## config.mk

```make
export PLATFORM = sky130hd
export DESIGN_NAME = norz_cycle_sequencer
export DESIGN_NICKNAME = d
export VERILOG_FILES = /design/src/rtl/norz_seq_pkg.sv /design/src/rtl/norz_xpt_counter.sv /design/src/rtl/norz_cycle_sequencer.sv
export SDC_FILE = /design/constraint.sdc
export NUM_CORES = 1
export LEC_CHECK = 0
export CORE_MARGIN = 5
export CORE_UTILIZATION = 46
export DETAILED_ROUTE_END_ITERATION = 6
export PLACE_DENSITY = 0.91
export SLEW_MARGIN = 5
export SYNTH_ARGS = -nofsm -noshare
export SYNTH_HDL_FRONTEND = slang
export SYNTH_SLANG_ARGS = --single-unit
export TNS_END_PERCENT = 1
```

## constraint.sdc

```tcl
create_clock -name clock -period 3 [get_ports clock]
set_input_delay 0.9 -clock clock [delete_from_list [all_inputs] [get_ports clock]]
set_output_delay 0.9 -clock clock [all_outputs]
set_load 0.05 [all_outputs]
```

## src/rtl/norz_seq_pkg.sv

```systemverilog
// Shared types and constants for the NORZ machine-cycle sequencer.
package norz_seq_pkg;

  typedef enum logic [3:0] {
    ST_RST   = 4'd0,
    ST_M1_T1 = 4'd1,
    ST_M1_T2 = 4'd2,
    ST_M1_T3 = 4'd3,
    ST_M1_T4 = 4'd4,
    ST_MR_T1 = 4'd5,
    ST_MR_T2 = 4'd6,
    ST_MR_T3 = 4'd7,
    ST_DEC   = 4'd8
  } seq_state_e;

  localparam logic [7:0] ITABLE_RESET = 8'h00;
  localparam int         XPT_WIDTH    = 4;

endpackage

```

## src/rtl/norz_xpt_counter.sv

```systemverilog
// Saturating execution-phase counter with synchronous clear and true/complement outputs.
module norz_xpt_counter
  import norz_seq_pkg::*;
#(
  parameter int unsigned MAX = 15
) (
  input  logic                 clk_i,
  input  logic                 rst_i,
  input  logic                 clr_i,
  input  logic                 inc_i,
  output logic [XPT_WIDTH-1:0] cnt_o,
  output logic [XPT_WIDTH-1:0] cnt_n_o
);

  localparam logic [XPT_WIDTH-1:0] MAX_V = XPT_WIDTH'(MAX);

  logic [XPT_WIDTH-1:0] cnt_q, cnt_d;

  always_comb begin
    cnt_d = cnt_q;
    if (clr_i) begin
      cnt_d = '0;
    end else if (inc_i && (cnt_q < MAX_V)) begin
      cnt_d = cnt_q + 1'b1;
    end
  end

  always_ff @(posedge clk_i or posedge rst_i) begin
    if (rst_i) begin
      cnt_q <= '0;
    end else begin
      cnt_q <= cnt_d;
    end
  end

  assign cnt_o   = cnt_q;
  assign cnt_n_o = ~cnt_q;

endmodule

```

## src/rtl/norz_cycle_sequencer.sv

```systemverilog
// Z80-style M1/MR bus-cycle sequencer feeding opcode (ITABLE) and phase (XPT) state
// to the NORZ decoder tree; all outputs are decoded from registers only.
module norz_cycle_sequencer
  import norz_seq_pkg::*;
#(
  parameter bit          RFSH_EN = 1'b1,
  parameter int unsigned XPT_MAX = 15
) (
  input  logic                 clock,
  input  logic                 reset,
  input  logic [7:0]           DataIn,
  input  logic                 notWAIT,
  input  logic                 P2_Set_CM1,
  input  logic                 P2_Set_CMR,
  input  logic                 P2_Reset_ITABLE,
  input  logic                 PR_Reset_XPT,
  output logic [7:0]           ITABLE,
  output logic [7:0]           notITABLE,
  output logic [XPT_WIDTH-1:0] XPT,
  output logic [XPT_WIDTH-1:0] notXPT,
  output logic                 decode_enable,
  output logic                 MREQ,
  output logic                 RD,
  output logic                 M1,
  output logic                 RFSH,
  output logic                 addr_sel_r,
  output logic [6:0]           R,
  output logic                 pc_inc,
  output logic [7:0]           ReadData,
  output logic                 data_valid
);

  seq_state_e state_q, state_d;
  logic [7:0] itable_q, itable_d;
  logic [7:0] rdata_q, rdata_d;
  logic [6:0] r_q, r_d;
  logic       xpt_inc, xpt_clr;

  always_comb begin
    state_d  = state_q;
    itable_d = itable_q;
    rdata_d  = rdata_q;
    r_d      = r_q;
    xpt_inc  = 1'b0;
    xpt_clr  = 1'b0;
    unique case (state_q)
      ST_RST:   state_d = ST_M1_T1;
      ST_M1_T1: state_d = ST_M1_T2;
      ST_M1_T2: begin
        if (notWAIT) begin
          itable_d = DataIn;
          state_d  = ST_M1_T3;
        end
      end
      ST_M1_T3: state_d = ST_M1_T4;
      ST_M1_T4: begin
        if (RFSH_EN) begin
          r_d = r_q + 7'd1;
        end
        state_d = ST_DEC;
      end
      ST_MR_T1: state_d = ST_MR_T2;
      ST_MR_T2: begin
        if (notWAIT) begin
          rdata_d = DataIn;
          xpt_inc = 1'b1;
          state_d = ST_MR_T3;
        end
      end
      ST_MR_T3: state_d = ST_DEC;
      ST_DEC: begin
        // Decoder strobes are only meaningful while decode_enable is high.
        if (P2_Reset_ITABLE) begin
          itable_d = ITABLE_RESET;
        end
        xpt_clr = PR_Reset_XPT;
        if (P2_Set_CM1) begin
          state_d = ST_M1_T1;
        end else if (P2_Set_CMR) begin
          state_d = ST_MR_T1;
        end
      end
      default:  state_d = ST_RST;
    endcase
  end

  // pc_inc and data_valid are the one-cycle pulses that follow the T2 latch edge.
  always_comb begin
    MREQ          = 1'b0;
    RD            = 1'b0;
    M1            = 1'b0;
    RFSH          = 1'b0;
    addr_sel_r    = 1'b0;
    pc_inc        = 1'b0;
    data_valid    = 1'b0;
    decode_enable = 1'b0;
    unique case (state_q)
      ST_M1_T1, ST_M1_T2: begin
        MREQ = 1'b1;
        RD   = 1'b1;
        M1   = 1'b1;
      end
      ST_M1_T3, ST_M1_T4: begin
        MREQ       = RFSH_EN;
        RFSH       = RFSH_EN;
        addr_sel_r = RFSH_EN;
        pc_inc     = (state_q == ST_M1_T3);
      end
      ST_MR_T1, ST_MR_T2: begin
        MREQ = 1'b1;
        RD   = 1'b1;
      end
      ST_MR_T3: begin
        pc_inc     = 1'b1;
        data_valid = 1'b1;
      end
      ST_DEC:   decode_enable = 1'b1;
      default:  ;
    endcase
  end

  always_ff @(posedge clock or posedge reset) begin
    if (reset) begin
      state_q  <= ST_RST;
      itable_q <= ITABLE_RESET;
      rdata_q  <= '0;
      r_q      <= '0;
    end else begin
      state_q  <= state_d;
      itable_q <= itable_d;
      rdata_q  <= rdata_d;
      r_q      <= r_d;
    end
  end

  norz_xpt_counter #(
    .MAX(XPT_MAX)
  ) u_xpt (
    .clk_i  (clock),
    .rst_i  (reset),
    .clr_i  (xpt_clr),
    .inc_i  (xpt_inc),
    .cnt_o  (XPT),
    .cnt_n_o(notXPT)
  );

  assign ITABLE    = itable_q;
  assign notITABLE = ~itable_q;
  assign ReadData  = rdata_q;
  assign R         = r_q;

endmodule

```

==> Word-level counts from Yosys, hierarchy flattened <==
Cells that the tools add are included.
{ "totals": {"register_bits": 31, "inputBits": 15} }
{ "classes": {"addsub": 2, "n_lt_le_gt_ge": 1, "eq_ne": 12, "n_mux": 20, "bitwise_logic": 2, "reduce_logical": 12} }
{ "ops": {"columns": ["op", "n"], "rows": [
  ["case mux 4 bit (8 select lines)", 1],
  ["two-way mux 4 bit", 6],
  ["== test 4 x 3 -> 1 bit, second input constant", 4],
  ["two-way mux 8 bit", 2],
  ["case mux 8 bit (2 select lines)", 1],
  ["two-way mux 1 bit", 9],
  ["== test 4 x 2 -> 1 bit, second input constant", 2],
  ["NOT 8 bit", 1],
  ["adder 7 x 1 -> 7 bit, second input constant", 1],
  ["!= test 2 bit, second input constant", 3],
  ["AND reduction 3 bit", 2],
  ["OR reduction 2 bit", 3],
  ["OR reduction 6 bit", 1],
  ["adder 4 x 1 -> 4 bit, second input constant", 1],
  ["== test 4 x 1 -> 1 bit, second input constant", 1],
  ["== test 4 bit, second input constant", 1],
  ["logical NOT 4 bit", 1],
  ["< comparator 4 bit, second input constant", 1],
  ["NOT 4 bit", 1],
  ["nonzero test 2 bit", 2],
  ["OR reduction 4 bit", 1],
  ["!= test 3 bit, second input constant", 1],
  ["case mux 1 bit (2 select lines)", 1],
  ["AND reduction 2 bit", 1],
  ["logical AND 1 bit", 1]
]} }

==> Depth between registers and ports, before layout <==
{ "depth": {"word_depth": 5, "ltp_mapped": 5, "depth_no_buf": 4} }

==> Hierarchy <==
From an unflattened synthesis, not the netlist that was laid out.
{ "unflattened": {"cells_unflattened": 138, "area_unflattened_um2": 1585.3} }
{ "by_module_without_submodules": {"columns": ["mod", "n_inst", "cells_per_inst", "area_per_inst_um2", "seq_area_each_um2"], "rows": [
  ["norz_cycle_sequencer", 1, 113, 1345.0, 675.6],
  ["norz_xpt_counter", 1, 25, 240.2, 100.1]
]} }

==> Worst setup path after synthesis <==
OpenSTA, ideal clock, no wires.
{ "synth_timing": {"kind": "reg-to-output", "startpoint": "register state_q[0]", "endpoint": "output port addr_sel_r", "t_arrival_ns": 2.241, "required_time_ns": 2.100, "slack_ns": -0.141, "stages_incl_launch_ff": 5, "path_buffers": 2, "cell_sequence": "dfrtp_1 > buf_2 > nand2_1 > o31ai_1 > buf_4"} }
{ "synth_between": {"elab_chain_cells": 3} }
{ "synth_lines": {"columns": ["item", "line_no", "rtl"], "rows": [
  ["from (decl)", "norz_cycle_sequencer.sv:33", "seq_state_e state_q, state_d;"],
  ["from (signal assigned)", "norz_cycle_sequencer.sv:129", "state_q <= state_d;"],
  ["== test 4 x 2 -> 1 bit or == test 4 x 3 -> 1 bit (tied branches)", null, null],
  ["OR reduction 2 bit *", null, null],
  ["two-way mux 1 bit *", null, null],
  ["to (decl)", "norz_cycle_sequencer.sv:26", "output logic addr_sel_r,"]
]} }
Every way passes the cells marked *; elsewhere a longest branch is shown, timed or not.

==> Worst setup path in the final report <==
{ "layout_timing": {"startpoint": "register state_q[2]", "endpoint": "output port addr_sel_r"} }
{ "layout_between": {"elab_chain_cells": 3} }
{ "layout_lines": {"columns": ["item", "line_no", "rtl"], "rows": [
  ["== test 4 x 2 -> 1 bit or == test 4 x 3 -> 1 bit (tied branches)", "norz_cycle_sequencer.sv:97", "unique case (state_q)"],
  ["OR reduction 2 bit *", null, null],
  ["two-way mux 1 bit *", "norz_cycle_sequencer.sv:97", null]
]} }
Marks and branches as above.

==> tab_implementation.tex <==
\begin{tabular}{lr}
\hline
Metric & Value \\
\hline
\multicolumn{2}{l}{\textbf{Outcome}} \\
\quad Status & finished, final reports clean \\
\multicolumn{2}{l}{\textbf{Setup path}} \\
\quad Critical-path maximum fanout & 12 \\
\quad Kind of capture point of the worst setup path & output port \\
\quad Worst path required time & 2.10 ns \\
\quad Critical Path AT & 1.95 ns \\
\quad Crit Path Category & register to output port \\
\quad Element type at the critical path start & register \\
\multicolumn{2}{l}{\textbf{Global routing}} \\
\quad Global-route total usage across every layer & 18.1\% \\
\quad Global-route wire length before repair & approximately 6000 um \\
\quad Antenna violations before repair & 0 \\
\quad Total gr overflow & 0 \\
\quad Vias in the first global route & approximately 1,300 \\
\quad Pin count of the biggest net entering global routing & 32 \\
\multicolumn{2}{l}{\textbf{Detailed routing}} \\
\quad Iteration-0 DRC Markers & 30 \\
\quad Aggregate routed wire length & 3570 um \\
\quad First-pass iteration count of the detailed router & 4 \\
\quad Number of remaining DRC errors & 0 \\
\quad Post-DRT Antenna Nets & 0 \\
\quad Avg WL per Cell & 14.4 um \\
\quad Total number of vias & between 1,000 and 1,500 \\
\quad Via density per instance & 4.90 \\
\multicolumn{2}{l}{\textbf{Floorplan}} \\
\quad Initial Util & 47.4\% \\
\quad Horiz. Die Dim & 68.4 um \\
\quad Die Y & 68.4 um \\
\quad Rows & 21 \\
\quad Placeable core region & 3310 um2 \\
\quad Total Die Area & 4680 um2 \\
\quad Count of pins on the block boundary & between 60 and 70 \\
\multicolumn{2}{l}{\textbf{Synth}} \\
\quad Most common cell in the synthesized netlist & dfrtp\_1 \\
\quad Total of flip-flops plus latches after synthesis & 31 \\
\quad Sequential cell area fraction in the yosys report & 49.4\% \\
\quad YS warnings & 0 \\
\quad Number of unique standard cell types used by synthesis & 34 \\
\quad Count of flip-flops with a built-in enable after synthesis & 0 \\
\quad Most area-hungry cell type in the Yosys netlist & dfrtp\_1 \\
\quad Net count after synthesis & 157 \\
\quad Top\_reg\_cell synth & dfrtp\_1 \\
\quad Asr flop ratio synth & 100\% \\
\quad Top post-synthesis cells by area & dfrtp\_1 49\%, mux2i\_1 6.4\%, mux2\_2 5.7\% \\
\quad Mean Syn Cell Area & about 11 um2 \\
\quad Most instantiated cells after synthesis & 31 x dfrtp\_1, 19 x inv\_1, 10 x mux2i\_1, 10 x nand2\_1, 8 x mux2\_2 \\
\quad Post-synth design cell area & 1570 um2 \\
\quad Gate count after technology mapping & 140 \\
\quad Post-synth top area share & 49.4\% \\
\multicolumn{2}{l}{\textbf{Timing}} \\
\quad Final-report max-slew violation count & 0 \\
\quad Fin. Hold Viols & 0 \\
\quad Final critical delay including setup and external delays & between 2 and 3 ns \\
\quad Setup WS post-layout & 0.151 ns \\
\quad Worst Clk Skew & 0.00850 ns \\
\quad Headroom to the max-slew limit & 59.3\% \\
\quad Final setup violating endpoints & 0 \\
\quad Transition at the pin with the smallest max-transition slack & a little over 0.6 ns \\
\quad Final clock period utilization by the worst path & between 90 and 100\% \\
\quad Peak Freq & 351 MHz \\
\quad Final TNS setup & 0 ns \\
\quad Unrepaired setup endpoints after global routing & no \\
\multicolumn{2}{l}{\textbf{CTS}} \\
\quad Clock transition at the registers of the reported paths & 0.10 ns \\
\quad Maximum buffer depth of the clock tree & 2 \\
\quad CTS tree & built \\
\quad Worst-skew pair later-pin latency & 0.34 ns \\
\quad Clock tree sinks & 31 \\
\quad Max H-tree Level & 2 \\
\quad Root Driver & clkbuf\_4 \\
\quad Clock buffer count from CTS & 5 \\
\multicolumn{2}{l}{\textbf{Cells and area}} \\
\quad Combined flip-flop and latch cell area & just under 800 um2 \\
\quad Multi-input gate area in the final layout & around 670 um2 \\
\quad Diodes inserted & 0 \\
\quad Fin cells & 248 \\
\quad Final-stage net count & 218 \\
\quad Share of cells above drive strength 1 & 15.3\% \\
\quad Synth-to-Final Area Change & 46.9\% \\
\quad Area of all placed cells without fillers & 2300 um2 \\
\quad Fill cells & 274 \\
\multicolumn{2}{l}{\textbf{Worst hold path}} \\
\quad HP Class & register to register \\
\multicolumn{2}{l}{\textbf{Placement}} \\
\quad Post-placement setup slack & roughly 0.36 ns \\
\quad DPL Wire Length & 2770 um \\
\quad Total of buffers placed on input and output ports & 61 \\
\quad Placed Cells incl. Taps & 240 \\
\quad Placed inst area & 2210 um2 \\
\quad Gpl congestion & 0.779 \\
\multicolumn{2}{l}{\textbf{Flow run}} \\
\quad Total of max-cap violations & 0 \\
\hline
\end{tabular}
[cells by family after synthesis]
logic type      after synthesis  synth area share [%]
simple gates                 43                  17.9
compound gates               11                  5.90
fa+ha+maj                     2                  1.59
mux                          19                  12.8
xor+xnor                      7                  3.91
buf+inv                      27                  8.37
flops                        31                  49.4
[worst max-delay path, stage by stage, from the launching register on]
cell and delay (ns):
dfrtp_1 0.60, or4b_4 0.62, o31ai_2 0.19, buf_12 0.21
[cell type report]
class | instances | area share, %
sequential | 31 | 33.7
clock inverter | 2 | 1.52
tap | 46 | 2.50
clock buffer | 6 | 2.23
inverter | 19 | 3.09
multi-input combinational | 82 | 28.9
timing repair buffer | 62 | 28.1
[state kept, by name, summed over array words and instances, names as in the netlist]
| name | count |
|---|---|
| ITABLE | 8 |
| u_xpt.cnt_o | 4 |
| ReadData | 8 |
| R | 7 |
| state_q | 4 |
[worst paths after layout]
kind                                         from                      end  slack, ns  cells past startpoint
max in group asynchronous                   reset   state_q[1]$_DFFE_PP0P_       1.79                      3
hold / removal                   R[6]$_DFFE_PP0P_         R[6]$_DFFE_PP0P_       0.47                      1
hold reg to reg                  R[6]$_DFFE_PP0P_         R[6]$_DFFE_PP0P_       0.47                      1
min in group asynchronous                   reset    ITABLE[3]$_DFFE_PP0P_       0.93                      3
setup / recovery           state_q[2]$_DFFE_PP0P_               addr_sel_r       0.15                      3
setup reg to reg           state_q[2]$_DFFE_PP0P_  ReadData[3]$_DFFE_PP0P_       1.19                      3
[metrics by stage]
step | hold slack, ns | utilization (%)
6_report | 0.472 | 69.6
3_3_place_gp | 0.457 | 66.9
3_5_place_dp | 0.465 | 66.9
4_1_cts | 0.480 | 69.5
2_1_floorplan | 0.615 | -
5_1_grt | 0.492 | 69.6
[placed cells by master (no fill, tap or decap), types with 2 or more instances in the layout]
cell type and instances:
buf_12 3, nor3_1 4, clkdlybuf4s50_1 53, nor2b_1 3, xor2_1 6, or4b_4 2
dfrtp_1 31, inv_1 19, a21oi_1 2, mux2i_1 10, clkbuf_4 5, mux2_2 8
and4b_1 3, nor2_1 6, buf_4 3, o21ai_0 2, nand3_1 5, a211oi_1 2
nor3_4 2, ha_1 2, dlymetal6s2s_1 2, and3_1 2, nand2_1 10
[what timing repair did]
item / CTS / global route
setup endpoints to repair: 1 / 2
gates resized for setup: 1 / 2
buffers inserted: 0 / 0
hold buffers: 0 / 0
[routing by layer]
layer  vias up  part of all wire [%]  wire, um  global-route usage (%)
met2        43                    49      1760                    28.8
met5         -                     0         0                       0
li1        585                     -         -                       -
met3         9                   7.1       254                    4.43
met4         0                   2.9       102                    11.2
met1       579                    41      1460                    21.7
Power is left out: the tool's default activity adds up to more than one toggle a clock period on the data nets, which glitch-free logic cannot reach.
